==> src/rtl/sweep_pkg.sv <==
// sweep_pkg: shared FSM states, counter direction encoding and default widths
package sweep_pkg;
  typedef enum logic [2:0] {IDLE, LOAD, UP, DOWN, DONE} state_t;
  localparam logic CNT_UP = 1'b0;
  localparam logic CNT_DN = 1'b1;
  localparam int DEF_WIDTH = 4;
  localparam int DEF_SWEEP_W = 8;
endpackage

==> src/rtl/updown_sweep_ctrl.sv <==
// updown_sweep_ctrl: ping-pongs an external up/down counter between latched limits
// Ports: clk/rst_n (async active-low); start/abort commands; lo_lim/hi_lim/num_sweeps run setup;
// count_in counter readback; load_en/load_val/upcount_en counter drive; busy/done/err/sweep_cnt status.
module updown_sweep_ctrl
  import sweep_pkg::*;
#(
  parameter int WIDTH   = DEF_WIDTH,
  parameter int SWEEP_W = DEF_SWEEP_W
) (
  input  logic               clk,
  input  logic               rst_n,
  input  logic               start,
  input  logic               abort,
  input  logic [WIDTH-1:0]   lo_lim,
  input  logic [WIDTH-1:0]   hi_lim,
  input  logic [SWEEP_W-1:0] num_sweeps,
  input  logic [WIDTH-1:0]   count_in,
  output logic               load_en,
  output logic [WIDTH-1:0]   load_val,
  output logic               upcount_en,
  output logic               busy,
  output logic               done,
  output logic               err,
  output logic [SWEEP_W-1:0] sweep_cnt
);
  state_t             r_state;
  logic [WIDTH-1:0]   r_lo, r_hi;
  logic [SWEEP_W-1:0] r_num, r_sweep_cnt;
  logic               r_done, r_err;
  logic               w_at_lo, w_at_hi, w_last;
  logic [SWEEP_W-1:0] w_next_cnt;

  assign w_at_lo    = count_in == r_lo;
  assign w_at_hi    = count_in == r_hi;
  assign w_next_cnt = r_sweep_cnt + 1'b1;
  assign w_last     = w_next_cnt == r_num;
  assign busy       = r_state inside {LOAD, UP, DOWN};
  assign done       = r_done;
  assign err        = r_err;
  assign sweep_cnt  = r_sweep_cnt;

  // The counter moves every cycle, so holding means reloading its own value.
  always_comb begin
    load_en    = 1'b1;
    load_val   = count_in;
    upcount_en = CNT_UP;
    case (r_state)
      LOAD: load_val = r_lo;
      UP: begin
        load_en    = 1'b0;
        upcount_en = w_at_hi ? CNT_DN : CNT_UP;
      end
      DOWN: begin
        load_en    = w_at_lo && w_last;
        load_val   = r_lo;
        upcount_en = w_at_lo ? CNT_UP : CNT_DN;
      end
      default: ;
    endcase
  end

  always_ff @(posedge clk or negedge rst_n) begin
    if (!rst_n) begin
      r_state     <= IDLE;
      r_lo        <= '0;
      r_hi        <= '0;
      r_num       <= '0;
      r_sweep_cnt <= '0;
      r_done      <= 1'b0;
      r_err       <= 1'b0;
    end else begin
      r_done <= 1'b0;
      if (abort) r_state <= IDLE;
      else case (r_state)
        IDLE: if (start) begin
          if (lo_lim >= hi_lim) begin
            r_err  <= 1'b1;
            r_done <= 1'b1;
          end else begin
            r_err       <= 1'b0;
            r_sweep_cnt <= '0;
            r_lo        <= lo_lim;
            r_hi        <= hi_lim;
            r_num       <= num_sweeps;
            r_state     <= LOAD;
          end
        end
        LOAD: begin
          r_state <= (r_num == '0) ? DONE : UP;
          r_done  <= r_num == '0;
        end
        UP: if (w_at_hi) r_state <= DOWN;
        DOWN: if (w_at_lo) begin
          r_sweep_cnt <= w_next_cnt;
          r_state     <= w_last ? DONE : UP;
          r_done      <= w_last;
        end
        default: r_state <= IDLE;
      endcase
    end
  end
endmodule

==> config.mk <==
export PLATFORM = sky130hd
export DESIGN_NAME = updown_sweep_ctrl
export DESIGN_NICKNAME = d
export VERILOG_FILES = /design/src/rtl/sweep_pkg.sv /design/src/rtl/updown_sweep_ctrl.sv
export SDC_FILE = /design/constraint.sdc
export NUM_CORES = 1
export LEC_CHECK = 0
export ABC_AREA = 1
export CAP_MARGIN = 15
export CORE_ASPECT_RATIO = 0.7
export CORE_MARGIN = 1.5
export CORE_UTILIZATION = 68
export DETAILED_ROUTE_END_ITERATION = 10
export DONT_BUFFER_PORTS = 1
export PLACE_DENSITY = 0.86
export SYNTH_ARGS = -nofsm -noshare
export SYNTH_HDL_FRONTEND = slang
export SYNTH_SLANG_ARGS = --single-unit
==> constraint.sdc <==
create_clock -name clk -period 4.55 [get_ports clk]
set_input_delay 0.455 -clock clk [delete_from_list [all_inputs] [get_ports clk]]
set_output_delay 0.455 -clock clk [all_outputs]
set_load 0.1 [all_outputs]
==> impl_metrics.env, run 1 <==
export IMPL_leakage_nw=0.933
export IMPL_fin_ws_ns=1.36
export IMPL_cts_tree="built"
export IMPL_drv_cap=0
export IMPL_grt_setup_unrepaired="false"
export IMPL_io_pins=41
export IMPL_p_per_area_nw_per_um2=634
export IMPL_die_y_microns=47.3
export IMPL_overflow=0
export IMPL_core_area_sq_um=2550
export IMPL_endpoint="load_en"
export IMPL_yosysMostFrequentCell="nand2_1"
export IMPL_synth_edf_count=0
export IMPL_synth_area_sq_um=1900
export IMPL_cts_sink_count=29
export IMPL_async_flop_share=1.00
export IMPL_syn_to_final_growth_pct=9.86
export IMPL_synthFlopType="dfrtp_1"
export IMPL_synth_seq_cells=29
export IMPL_cts_buffers=5
export IMPL_gr_usage_all_layers=0.311
export IMPL_fmax_ghz=0.313
export IMPL_hp_class="in2reg"
export IMPL_worstSkewPairLatency_ns=0.28
export IMPL_dp_slack_ns=1.68
export IMPL_crit_path_start_kind="flop"
export IMPL_rows=15
export IMPL_required_ns=4.09
export IMPL_drt_iter0_drc=121
export IMPL_intPower_mw=0.609
export IMPL_gp_congestion=0.948
export IMPL_critPathKind="reg2out"
export IMPL_synth_warnings=0
export IMPL_power_total_mw=1.33
export IMPL_sequentialPowerShare=0.346
export IMPL_hpwlAfterDp_mm=3.21
export IMPL_crit_fanout=6
export IMPL_synthCells=251
export IMPL_clockPowerShare=0.153
export IMPL_tns_ns=0
export IMPL_holdPathStages=1
export IMPL_drive_above_1_share=0.153
export IMPL_p_sw_mw=0.717
export IMPL_arrival_ns=2.74
export IMPL_final_cell_count_no_fill=295
export IMPL_vias_per_cell=5.80
export IMPL_path_clk_slew_ns=0.06
export IMPL_finalCritPeriodShare=0.702
export IMPL_synth_distinct_cells=30
export IMPL_routed_wirelength_mm=4.24
export IMPL_die_area_sq_um=3130
export IMPL_regToRegEndpoint="r_hi[0]"
export IMPL_reg2regPathDepth=4
export IMPL_synthTopCellsByArea="dfrtp_1 (38%), nand2_1 (11%), nand3_1 (7.9%), inv_1 (6.3%), o21ai_0 (5.3%)"
export IMPL_drc=0
export IMPL_die_x_microns=66.3
export IMPL_synth_top_cell_area_share=0.381
export IMPL_insertedDiodeCount=0
export IMPL_antenna_found_initial=0
export IMPL_grt_pass1_wl_mm=6.84
export IMPL_maxSlewViolCount=0
export IMPL_ir_drop_mv=0.382
export IMPL_syn_nets=280
export IMPL_numPlacedInstances=285
export IMPL_firstDrtPassIters=5
export IMPL_swShare=0.541
export IMPL_tightest_slew_ns=1.20
export IMPL_r2r_slack_ns=2.34
export IMPL_timing_rr_start="r_state[2]"
export IMPL_worstSetupStartpoint="sweep_cnt[1]"
export IMPL_cts_htree_levels=2
export IMPL_fin_skew_ns=0.00409
export IMPL_layout_nets=289
export IMPL_crit_path_end_kind="primary output"
export IMPL_clock_path_buffers=2
export IMPL_wl_per_cell_microns=14.4
export IMPL_grt_max_degree=32
export IMPL_ant_nets=0
export IMPL_synth_common_cells="nand2_1 (55), inv_1 (32), nand3_1 (30), dfrtp_1 (29), o21ai_0 (20)"
export IMPL_ys_seq_area_frac=0.381
export IMPL_avgSynthCellArea_sq_um=7.59
export IMPL_maxSlewHeadroom=0.200
export IMPL_status="completed"
export IMPL_vias=1710
export IMPL_finalSetupViolCount=0
export IMPL_io_buffers=0
export IMPL_initial_core_util=0.746
export IMPL_min_period_ns=3.19
export IMPL_cts_root_buf="clkbuf_8"
export IMPL_cts_resized=0
export IMPL_hold_violations=0
export IMPL_power_frac_comb=0.501
export IMPL_synth_largest_area_cell="dfrtp_1"
export IMPL_first_global_vias=1477
metal layers:
layer,vias to the layer above,track usage,wire [microns],part of all wire
li1,832,-,-,-
met1,789,0.420,1870,0.44
met2,79,0.472,1920,0.45
met3,10,0.0935,367,0.087
met4,0,0.143,82,0.019
met5,-,0,0,0
registers in the layout, indices dropped and copies added, names as in the netlist:
register and flops:
r_lo 4, r_hi 4, r_num 8, err 1
done 1, r_state 3, sweep_cnt 8
cell usage in the layout, fill, tap and decap left out, drive strengths merged:
cell / instances
nand4: 7
nor3: 2
a21oi: 12
nor2: 23
dlygate4sd3: 1
a21boi: 1
dfrtp: 29
nand3: 31
ha: 5
nand2: 59
o31ai: 1
mux2: 2
buf: 8
nor4: 1
o21ai: 25
inv: 34
xnor2: 7
o21bai: 2
xor2: 3
clkbuf: 8
cell families (layout without fill, tap and decap cells):
group	Yosys count	after routing	synth area share
muxes	2	2	0.0118
DFF	29	29	0.381
adders and majority gates	5	5	0.0329
AOI/OAI and AO/OA	41	41	0.119
and+or+nand+nor	123	123	0.316
buffers and inverters	41	51	0.0933
xor gates and xnor gates	10	10	0.0460
worst min-delay path by stage:
stage | slack [ns] | start | end
6_report | 0.21 | abort | done
5_1_grt | 0.21 | abort | done
4_1_cts | 0.21 | abort | done
3_5_place_dp | 0.16 | rst_n | r_num[1]
3_3_place_gp | 0.16 | rst_n | r_num[2]
2_1_floorplan | 0.16 | rst_n | done
worst max-delay path: stages (launching register included):
cell and delay (ns):
dfrtp_1 0.32, buf_4 0.32, ha_1 0.29, nand2_2 0.11, nor2_4 0.11, nand2_1 0.09
nand3_1 0.10, nand3_1 0.11, nor2_2 0.20, nand4_2 0.12, nand2_1 0.69
power by group through the flow:
| stage | clock network [mW] | logic, mW | registers [mW] |
|---|---|---|---|
| finish | 0.202 | 0.665 | 0.459 |
| global route | 0.218 | 0.717 | 0.470 |
| CTS | 0.204 | 0.663 | 0.457 |
| detailed placement | 0 | 0.652 | 0.463 |
| global placement | 0 | 0.638 | 0.458 |
| floorplan | 0 | 0.572 | 0.443 |
per-stage QoR:
| stage | util | area, sq um | hold slack (ns) |
|---|---|---|---|
| finish | 0.820 | 2090 | 0.214 |
| global route | 0.820 | 2090 | 0.207 |
| CTS | 0.820 | 2090 | 0.212 |
| detailed placement | 0.776 | 1980 | 0.160 |
| global placement | 0.776 | 1980 | 0.160 |
| floorplan | - | 1900 | 0.159 |
layout make-up:
| type | count | area [sq um] |
|---|---|---|
| Sequential cell | 29 | 726 |
| Tap cell | 34 | 42.5 |
| Clock buffer | 8 | 80.1 |
| Inverter | 34 | 128 |
| Multi-Input combinational cell | 181 | 1030 |
| Fill cell | 161 | 460 |
| Timing Repair Buffer | 9 | 82.6 |
what timing repair did:
| action | 4_1_cts | 5_1_grt |
|---|---|---|
| hold endpoints to repair | 29 | 0 |
| hold buffers | 2 | 0 |
| buffers inserted | 0 | 0 |
No activity file was read; power rests on OpenSTA's default activity.
==> run 2: changes to the inputs <==
--- a/config.mk
+++ b/config.mk
@@ -9,10 +9,10 @@
 export CAP_MARGIN = 15
 export CORE_ASPECT_RATIO = 0.7
 export CORE_MARGIN = 1.5
-export CORE_UTILIZATION = 68
+export CORE_UTILIZATION = 57
 export DETAILED_ROUTE_END_ITERATION = 10
 export DONT_BUFFER_PORTS = 1
-export PLACE_DENSITY = 0.86
+export PLACE_DENSITY = 0.77
 export SYNTH_ARGS = -nofsm -noshare
 export SYNTH_HDL_FRONTEND = slang
 export SYNTH_SLANG_ARGS = --single-unit
==> constraint.sdc (replaced) <==
create_clock -name clk -period 2.7 [get_ports clk]
set_input_delay 0.27 -clock clk [delete_from_list [all_inputs] [get_ports clk]]
set_output_delay 0.27 -clock clk [all_outputs]
set_load 0.1 [all_outputs]
==> run 2 against run 1 <==
Clock-buffer cell count is 1 lower. Combinational power up 85%. Clock power increased by 99%. First-iteration DRC count up 51%. Critical endpoint unchanged. Highest routed layer unchanged.
==> impl_metrics.env, run 2 (synthesis gave the netlist of run 1 again) <==
export IMPL_status="completed"
export IMPL_required_ns=2.43
export IMPL_path_clk_slew_ns=0.07
export IMPL_maxSlewHeadroom=0.399
export IMPL_fin_hold_ws_ns=0.0330
export IMPL_die_x_microns=72.1
export IMPL_regToRegEndpoint="r_hi[1]"
export IMPL_cts_sink_count=29
export IMPL_hold_violations=0
export IMPL_clock_path_buffers=2
export IMPL_arrival_ns=2.17
export IMPL_syn_to_final_growth_pct=16.0
export IMPL_first_global_vias=1546
export IMPL_cts_resized=0
export IMPL_fin_skew_ns=0.00841
export IMPL_layout_nets=299
export IMPL_grt_pass1_wl_mm=7.33
export IMPL_clockPowerShare=0.168
export IMPL_cts_tree="built"
export IMPL_p_sw_mw=1.23
export IMPL_cts_root_buf="clkbuf_8"
export IMPL_p_per_area_nw_per_um2=1080
export IMPL_cts_buffers=5
export IMPL_die_y_microns=51.4
export IMPL_grt_max_degree=30
export IMPL_crit_path_end_kind="primary output"
export IMPL_io_pins=41
export IMPL_critPathKind="reg2out"
export IMPL_hp_class="in2reg"
export IMPL_numPlacedInstances=299
export IMPL_drc=0
export IMPL_worstSkewPairLatency_ns=0.28
export IMPL_r2r_slack_ns=0.83
export IMPL_intPower_mw=1.16
export IMPL_fmax_ghz=0.409
export IMPL_tightest_slew_ns=0.902
export IMPL_finalCritPeriodShare=0.906
export IMPL_finalSetupViolCount=0
export IMPL_firstDrtPassIters=4
export IMPL_min_period_ns=2.44
export IMPL_fill_cells=276
export IMPL_gp_congestion=0.894
export IMPL_wl_per_cell_microns=14.0
export IMPL_worstSetupStartpoint="sweep_cnt[0]"
export IMPL_crit_fanout=9
export IMPL_overflow=0
export IMPL_place_area_sq_um=2080
export IMPL_ir_drop_mv=0.662
export IMPL_drive_above_1_share=0.203
export IMPL_cts_setup_buffers=0
export IMPL_drv_cap=0
export IMPL_final_cell_count_no_fill=309
export IMPL_drt_iter0_drc=183
export IMPL_io_buffers=0
export IMPL_final_common_cell="nand2_1"
export IMPL_swShare=0.513
export IMPL_power_total_mw=2.39
export IMPL_grt_setup_unrepaired="false"
export IMPL_sequentialPowerShare=0.316
export IMPL_vias=1701
export IMPL_rows=17
export IMPL_reg2regPathDepth=6
export IMPL_routed_wirelength_mm=4.31
export IMPL_power_frac_comb=0.516
export IMPL_crit_path_start_kind="flop"
export IMPL_endpoint="load_en"
export IMPL_antenna_found_initial=0
export IMPL_finalInstanceArea_sq_um=2210
export IMPL_maxSlewViolCount=0
export IMPL_core_area_sq_um=3170
export IMPL_insertedDiodeCount=0
export IMPL_timing_rr_start="r_state[2]"
export IMPL_final_util=0.697
export IMPL_initial_core_util=0.601
export IMPL_leakage_nw=1.00
export IMPL_ant_nets=0
export IMPL_gr_usage_all_layers=0.263
export IMPL_cts_htree_levels=2
export IMPL_vias_per_cell=5.50
export IMPL_final_cell_mix="nand2_1 (54), inv_1 (32), nand3_1 (30), dfrtp_1 (28), o21ai_0 (19)"
export IMPL_die_area_sq_um=3700
export IMPL_hpwlAfterDp_mm=3.33
-- run 2: through the flow --
stage               setup TNS, ns  worst slack, ns
CTS                             0            0.270
global placement                0            0.649
floorplan                  -0.260          -0.0866
finish                          0            0.255
global route                    0           0.0931
detailed placement              0            0.574
-- run 2: worst min path at each step --
| stage | cells after the start | to | start |
|---|---|---|---|
| finish | 1 | done | abort |
| detailed placement | 0 | sweep_cnt[4] | rst_n |
| global placement | 0 | sweep_cnt[4] | rst_n |
| CTS | 1 | done | abort |
| floorplan | 0 | done | rst_n |
| global route | 1 | done | abort |
-- run 2: power groups by stage --
| stage | combinational [mW] | clock [mW] | sequential, mW |
|---|---|---|---|
| global route | 1.34 | 0.423 | 0.773 |
| CTS | 1.23 | 0.402 | 0.755 |
| floorplan | 0.972 | 0 | 0.746 |
| global placement | 1.20 | 0 | 0.758 |
| detailed placement | 1.22 | 0 | 0.761 |
| finish | 1.23 | 0.401 | 0.756 |
-- run 2: area by class of cell --
cell class                      count  area, sq um  share of cell area
Clock buffer                        7         96.3              0.0436
Timing Repair Buffer               19          170              0.0770
Multi-Input combinational cell    181         1040               0.469
Tap cell                           38         47.5              0.0215
Sequential cell                    29          727               0.329
Clock inverter                      1         5.00             0.00227
Inverter                           34          128              0.0578
-- run 2: worst max-delay path: stages (launching register included) --
cell	delay (ns)
dfrtp_1	0.51
ha_1	0.27
nand2_2	0.11
nor2_4	0.12
nand2_1	0.09
nand3_1	0.09
nand3_1	0.09
nor2_2	0.18
nand4_2	0.13
nand2_2	0.12
buf_12	0.17
-- run 2: what timing repair did --
action                                  CTS  global route
endpoints found under the setup margin    0             0
hold buffers                              2             0
hold endpoints to repair                 29             0
-- run 2: metal layers --
layer,wire (microns),vias up,global-route usage
met2,1800,57,0.372
met3,306,5,0.0730
met4,40,0,0.0723
met1,2160,783,0.393
li1,-,856,-
met5,0,-,0
